**src/rtl/video_in_gate.sv**
```systemverilog
// rtl/video_in_gate.sv - video input gate, playback start detector and frame decimator; VIDIN_MEAS_EN adds active-size measurement
module video_in_gate #(
    parameter int         DW        = 24,
    parameter int         DECIM     = 2,
    parameter logic [3:0] START_THR = 4'hE,
    parameter bit         HS_POL    = 1'b0,
    parameter bit         VS_POL    = 1'b0,
    parameter int         CNT_W     = 12
) (
    input  logic             iclk,
    input  logic             s_rst_n,
    input  logic             rx_over,
    input  logic             cfg_done,
    input  logic [DW-1:0]    vid_data,
    input  logic             vid_hs,
    input  logic             vid_vs,
    input  logic             vid_de,
    output logic [DW-1:0]    out_data,
    output logic             out_hs,
    output logic             out_vs,
    output logic             out_de,
    output logic             play_en,
    output logic             frame_keep,
    output logic [CNT_W-1:0] frame_cnt,
    output logic [CNT_W-1:0] h_active,
    output logic [CNT_W-1:0] v_active,
    output logic             meas_valid
);
    localparam int              PH_W    = (DECIM > 1) ? $clog2(DECIM) : 1;
    localparam logic [PH_W-1:0] PH_LAST = PH_W'(DECIM - 1);

    typedef enum logic [1:0] {S_IDLE, S_BRIGHT, S_PLAY} state_t;

    state_t          state;
    logic            arm;
    logic            gate;
    logic            gate_q;
    logic            vs_d;
    logic            vs_rise;
    logic            sof;
    logic [3:0]      fp;
    logic [3:0]      fp_last;
    logic            fp_valid;
    logic            fp_valid_last;
    logic [DW-1:0]   fp_pix;
    logic [DW-1:0]   fp_pix_last;
    logic [PH_W-1:0] phase;
    logic [PH_W-1:0] phase_nxt;

    assign gate      = arm & cfg_done;
    assign vs_rise   = out_vs & ~vs_d;
    assign phase_nxt = (phase == PH_LAST) ? '0 : phase + PH_W'(1);

    // Receiver-ready latch: once armed, stays armed until reset
    always_ff @(posedge iclk or negedge s_rst_n) begin
        if (!s_rst_n)     arm <= 1'b0;
        else if (rx_over) arm <= 1'b1;
    end

    // Output stage: gated, polarity-normalised copy of the input; gate_q tracks the gate as seen by this stage
    always_ff @(posedge iclk or negedge s_rst_n) begin
        if (!s_rst_n) begin
            out_data <= '0;
            out_hs   <= 1'b0;
            out_vs   <= 1'b0;
            out_de   <= 1'b0;
            gate_q   <= 1'b0;
        end else begin
            gate_q <= gate;
            if (gate) begin
                out_data <= vid_data;
                out_hs   <= vid_hs ^ ~HS_POL;
                out_vs   <= vid_vs ^ ~VS_POL;
                out_de   <= vid_de;
            end else begin
                out_data <= '0;
                out_hs   <= 1'b0;
                out_vs   <= 1'b0;
                out_de   <= 1'b0;
            end
        end
    end

    // Start-of-frame pulse, one cycle after the normalised vsync rising edge
    always_ff @(posedge iclk or negedge s_rst_n) begin
        if (!s_rst_n) begin
            vs_d <= 1'b0;
            sof  <= 1'b0;
        end else begin
            vs_d <= out_vs;
            sof  <= vs_rise;
        end
    end

    // First-pixel capture; the previous frame's capture is snapshotted at vsync rise so the FSM sees it at sof
    always_ff @(posedge iclk or negedge s_rst_n) begin
        if (!s_rst_n) begin
            fp            <= '0;
            fp_valid      <= 1'b0;
            fp_pix        <= '0;
            fp_last       <= '0;
            fp_valid_last <= 1'b0;
            fp_pix_last   <= '0;
        end else begin
            if (vs_rise) begin
                fp_last       <= fp;
                fp_valid_last <= fp_valid;
                fp_pix_last   <= fp_pix;
            end
            if (out_vs || sof) begin
                fp       <= '0;
                fp_valid <= 1'b0;
                fp_pix   <= '0;
            end else if (out_de && !fp_valid) begin
                fp       <= out_data[DW-1:DW-4];
                fp_valid <= 1'b1;
                fp_pix   <= out_data;
            end
        end
    end

    // Playback detection FSM plus decimation phase, keep flag and kept-frame counter
    always_ff @(posedge iclk or negedge s_rst_n) begin
        if (!s_rst_n) begin
            state      <= S_IDLE;
            play_en    <= 1'b0;
            phase      <= '0;
            frame_keep <= 1'b1;
            frame_cnt  <= '0;
        end else if (!gate_q) begin
            state      <= S_IDLE;
            play_en    <= 1'b0;
            phase      <= '0;
            frame_keep <= 1'b1;
        end else if (sof) begin
            case (state)
                S_IDLE: begin
                    if (fp_valid_last && (fp_last >= START_THR)) state <= S_BRIGHT;
                end
                S_BRIGHT: begin
                    if (fp_valid_last && (fp_last < START_THR) && (fp_pix_last != '0)) begin
                        state      <= S_PLAY;
                        play_en    <= 1'b1;
                        phase      <= '0;
                        frame_keep <= 1'b1;
                        frame_cnt  <= frame_cnt + CNT_W'(1);
                    end
                end
                S_PLAY: begin
                    phase      <= phase_nxt;
                    frame_keep <= (phase_nxt == '0);
                    if (phase_nxt == '0) frame_cnt <= frame_cnt + CNT_W'(1);
                end
                default: begin
                    state   <= S_IDLE;
                    play_en <= 1'b0;
                end
            endcase
        end
    end

`ifdef VIDIN_MEAS_EN
    localparam logic [CNT_W-1:0] CNT_MAX = {CNT_W{1'b1}};

    logic             de_d;
    logic             line_done;
    logic             sof_seen;
    logic [CNT_W-1:0] hcnt;
    logic [CNT_W-1:0] vcnt;

    // Active-size measurement: first-line width and de-line count, published at each sof after the first
    always_ff @(posedge iclk or negedge s_rst_n) begin
        if (!s_rst_n) begin
            de_d       <= 1'b0;
            line_done  <= 1'b0;
            sof_seen   <= 1'b0;
            hcnt       <= '0;
            vcnt       <= '0;
            h_active   <= '0;
            v_active   <= '0;
            meas_valid <= 1'b0;
        end else begin
            de_d       <= out_de;
            meas_valid <= 1'b0;
            if (!gate_q) sof_seen <= 1'b0;
            if (sof) begin
                if (gate_q) begin
                    sof_seen <= 1'b1;
                    if (sof_seen) begin
                        h_active   <= hcnt;
                        v_active   <= vcnt;
                        meas_valid <= 1'b1;
                    end
                end
                hcnt      <= '0;
                vcnt      <= '0;
                line_done <= 1'b0;
            end else begin
                if (out_de && !line_done && (hcnt != CNT_MAX)) hcnt <= hcnt + CNT_W'(1);
                if (de_d && !out_de)                           line_done <= 1'b1;
                if (out_de && !de_d && (vcnt != CNT_MAX))      vcnt <= vcnt + CNT_W'(1);
            end
        end
    end
`else
    assign h_active   = '0;
    assign v_active   = '0;
    assign meas_valid = 1'b0;
`endif

endmodule

```
**config.mk**
```make
export PLATFORM = sky130hd
export DESIGN_NAME = video_in_gate
export DESIGN_NICKNAME = d
export VERILOG_FILES = /design/src/rtl/video_in_gate.sv
export SDC_FILE = /design/constraint.sdc
export NUM_CORES = 1
export LEC_CHECK = 0
export ABC_CLOCK_PERIOD_IN_PS = 2200
export CORE_ASPECT_RATIO = 0.5
export CORE_MARGIN = 1
export CORE_UTILIZATION = 49
export CTS_CLUSTER_DIAMETER = 50
export DETAILED_ROUTE_END_ITERATION = 12
export GPL_TIMING_DRIVEN = 0
export HOLD_SLACK_MARGIN = 0.15
export PLACE_DENSITY = 0.79
export RECOVER_POWER = 100
export SYNTH_ARGS = -nofsm -noshare
export SYNTH_HDL_FRONTEND = slang
export SYNTH_SLANG_ARGS = --single-unit
```
**constraint.sdc**
```tcl
create_clock -name iclk -period 2.2 [get_ports iclk]
set_input_delay 0.33 -clock iclk [delete_from_list [all_inputs] [get_ports iclk]]
set_output_delay 0.33 -clock iclk [all_outputs]
set_load 0.02 [all_outputs]
```
==> summary.txt <==
Run status
  – Result of the run: finished clean

Routing
  – Remaining number of nets flagged by the antenna check after routing: 0
  – Number of vias after detailed routing: about 2600
  – Average vias per placed instance: ~5.0
  – Number of optimization iterations in the first detailed-route pass: 4
  – Remaining DRCs: 0
  – DRC marker count from the first detailed-route iteration: between 90 and 100
  – Per-cell routed wire length: 15.2 um
  – Post-detailed-routing wire length: 7940 um

Yosys
  – Synthesis-stage register bit count: 98
  – Cell count after synthesis: a little over 300
  – Cell Area, Synth: approximately 3900 um2
  – Synth warn: 0
  – Post-synth cell types: 39
  – Sequential fraction of the synthesis area: between 60% and 70%
  – Post-Syn Area per Cell: between 10 and 15 um2

CTS
  – Count of hold buffers inserted by post-cts repair: 1
  – H-tree depth reported by CTS: 3
  – Clock root buffer: sky130_fd_sc_hd__clkbuf_16
  – Clock Path Buffers: 2
  – TritonCTS clock tree: built
  – Inserted Clock Buffers: 9
  – Reg clk slew, reported paths: roughly 0.06 ns
  – # clock sinks: just under 100
  – Count of buffers added by post-CTS timing repair for setup: 0
  – Later-pin clock latency in the skew report: around 0.34 ns
  – Count of cells resized by post-cts repair: 0

Timing
  – Final number of hold-violating endpoints: 0
  – Tmin final: between 1.5 and 2 ns
  – Worst path setup slack after routing: 0.225 ns
  – Final-layout setup total negative slack: 0 ns
  – Final setup vio count: 0
  – Period utilisation layout: between 80% and 90%
  – Highest achievable clock rate: 506 MHz
  – Worst setup skew after layout: around 0.0089 ns
  – Pins Over Slew Limit: 0
  – Remaining max-slew budget at the tightest pin: around 45%
  – Unrepaired setup endpoints after global routing: false
  – Transition at the pin with the smallest max-transition slack: slightly above 0.8 ns

Global route
  – Remaining global-route overflow: 0
  – Combined global-route utilization of all metal layers: 21.1%
  – Initial antenna violation count: 0
  – Largest net degree at the start of global routing: between 60 and 70
  – Via count of the first global-routing pass: between 2000 and 3000
  – Global-route wire length before repair: approximately 13000 um

Critical path
  – Setup slack of the most critical reg-to-reg path: about 0.23 ns
  – Max FO, Critical Path: 2
  – Setup Crit Path Kind: reg -> reg
  – Endpoint class of the critical path: register
  – Number of cells on the worst reg-to-reg path: 5
  – Critical Path Start: fp_pix_last[3]
  – Required time of the worst setup path: between 2 and 2.5 ns
  – Worst setup SP type: register
  – Launching point of the worst reg2reg path: fp_pix_last[3]
  – Critical-path cell with the highest stage delay: sky130_fd_sc_hd__nor4_1
  – Crit Reg-Reg Endpoint: frame_cnt[1]
  – Peak per-stage delay on the critical path: 0.62 ns
  – Cells along the critical path: nor4_1, nand3b_1, o21bai_1, nor2_1, mux2_1
  – Critical path data arrival time: between 2 and 2.5 ns

Layout
  – Fin nets: between 400 and 500
  – Most common library cell in the layout ignoring fill and taps: sky130_fd_sc_hd__dfrtp_1
  – Commonest cells after routing, fill and taps aside: sky130_fd_sc_hd__dfrtp_1, sky130_fd_sc_hd__dlygate4sd3_1, sky130_fd_sc_hd__clkdlybuf4s50_1
  – Antenna cells: 0
  – Layout Area Growth over Synthesis: 31.2%
  – Final core occ: between 60% and 70%
  – Share of layout cells above drive strength 1: about 17%

Placed design
  – Global placement routability congestion: slightly above 0.7
  – Placement Setup Slack: ~0.34 ns
  – Count of input and output buffers: 71
  – HPWL after DPL: 5800 um

Floorplanning
  – Starting density of the core: between 50% and 60%
  – Placeable core area: about 7500 um2
  – FP Rows: 22
  – Top-Level Pins: 97
  – Die Y: ~65 um
  – Chip width: approximately 130 um
  – Area enclosed by the die boundary: between 8000 and 9000 um2

Power and ir drop
  – Areal power density over the cells: around 760 nW/um2
  – Max rail drop VDD: roughly 0.56 mV
  – Leakage power total: between 2 and 3 nW

Flow run
  – # Max-Cap Violations: 0

Worst hold path
  – Hold Path Class: reg -> reg
  – Min-Delay Startpoint: frame_cnt[11]
  – Worst Hold Depth: 1
  – Worst hold endpoint: frame_cnt[11]
logic make-up (layout without fill, tap and decap cells):
| logic type | Yosys count | after routing | share of synthesized area, % |
|---|---|---|---|
| flops | 98 | 98 | 62.5 |
| simple gates | 83 | 83 | 12.1 |
| buf+inv | 44 | 131 | 7.01 |
| compound gates | 39 | 39 | 8.10 |
| mux | 26 | 26 | 7.46 |
| xor+xnor | 11 | 11 | 2.45 |
| fa+ha+maj | 1 | 1 | 0.319 |
| other cells | 1 | 25 | 0.0955 |
cell type report:
type                            instances  area (um2)
Clock buffer                           12         246
Multi-Input combinational cell        185        1260
Clock inverter                          2        38.8
Inverter                                5        18.8
Tap cell                              108         135
Timing Repair Buffer                   73         743
Fill cell                             545        2390
Buffer                                 39         255
Sequential cell                        98        2450
power by group:
group | switching [W] | internal, W
registers | 0.0000589 | 0.00189
logic | 0.000240 | 0.000203
clock network | 0.000618 | 0.000902
through the flow:
| step | instance area [um2] | cells | hold slack (ns) | total power [W] |
|---|---|---|---|---|
| detailed placement | 4890 | 507 | 0.297 | 0.00244 |
| CTS | 5180 | 522 | 0.474 | 0.00395 |
| global placement | 4860 | 506 | 0.454 | 0.00241 |
| global route | 5150 | 522 | 0.483 | 0.00406 |
| finish | 5150 | 522 | 0.469 | 0.00391 |
| floorplan | 4020 | 327 | 0.0344 | 0.00223 |
synthesized netlist by cell type:
cell type                   n  area share, %
sky130_fd_sc_hd__ha_1       1           0.32
sky130_fd_sc_hd__nand2b_1   1           0.16
sky130_fd_sc_hd__conb_1     1          0.096
sky130_fd_sc_hd__o21bai_4   1           0.48
sky130_fd_sc_hd__o21ai_0    4           0.51
sky130_fd_sc_hd__o21a_1     2           0.38
sky130_fd_sc_hd__o41a_1     1           0.29
sky130_fd_sc_hd__and2_1     1           0.16
sky130_fd_sc_hd__nor2b_1    3           0.48
sky130_fd_sc_hd__a21oi_1    3           0.38
sky130_fd_sc_hd__a22o_1    24            5.4
sky130_fd_sc_hd__or2_2      1           0.16
sky130_fd_sc_hd__nand3b_1   2           0.38
sky130_fd_sc_hd__buf_4     26            5.0
sky130_fd_sc_hd__xnor2_1    2           0.45
sky130_fd_sc_hd__and3_1    26            4.1
sky130_fd_sc_hd__nand4_1    6           0.96
sky130_fd_sc_hd__buf_2      4           0.51
sky130_fd_sc_hd__buf_6      1           0.29
sky130_fd_sc_hd__nor3_1     4           0.51
sky130_fd_sc_hd__mux2_1     1           0.29
sky130_fd_sc_hd__nor2b_2    1           0.22
sky130_fd_sc_hd__nand3_1    6           0.77
sky130_fd_sc_hd__dfstp_2    1           0.67
sky130_fd_sc_hd__o22ai_1    1           0.16
sky130_fd_sc_hd__and3b_1    1           0.22
sky130_fd_sc_hd__dfrtp_1   97             62
sky130_fd_sc_hd__nor2_1    13            1.2
sky130_fd_sc_hd__a31oi_1    1           0.16
sky130_fd_sc_hd__o21bai_1   1           0.19
sky130_fd_sc_hd__inv_1      5           0.48
sky130_fd_sc_hd__a211oi_1   1           0.19
sky130_fd_sc_hd__nor4_1     6           0.96
sky130_fd_sc_hd__clkbuf_1   8           0.77
sky130_fd_sc_hd__xor2_1     9            2.0
sky130_fd_sc_hd__nand2_1   10           0.96
sky130_fd_sc_hd__mux2_2    25            7.2
sky130_fd_sc_hd__nor3b_1    1           0.19
sky130_fd_sc_hd__nor4_4     1           0.54
sequential cells by signal, summed over array words and instances, names as in the netlist, 2 cells and up:
signal       flops
out_data        24
fp_pix          20
fp_pix_last     20
frame_cnt       12
fp               4
fp_last          4
state            2
worst max-delay path by stage:
stage,to,slack [ns],depth (start not counted)
finish,frame_cnt[1],0.23,5
global route,fp_pix_last[14],0.09,4
CTS,frame_cnt[1],0.31,5
detailed placement,frame_cnt[1],0.34,5
global placement,frame_cnt[11],-2.51,1
floorplan,fp_pix_last[10],0.57,4
worst max-delay path: cells and delay by family, from the launching register on:
family / cells / cell delay (ns)
AOI/OAI and AO/OA: 1 / 0.24
DFF: 1 / 0.39
muxes: 1 / 0.32
and+or+nand+nor: 3 / 0.91
metal layers:
layer / track usage (%) / share of wire [%] / wire length, um / up-vias
met5: 0 / 0 / 0 / -
met4: 6.91 / 1.4 / 115 / 0
met3: 6.92 / 5.0 / 400 / 10
met2: 36.8 / 50 / 3980 / 77
met1: 25.0 / 43 / 3440 / 1297
li1: - / - / - / 1233
(Power assumes the default switching activity.)
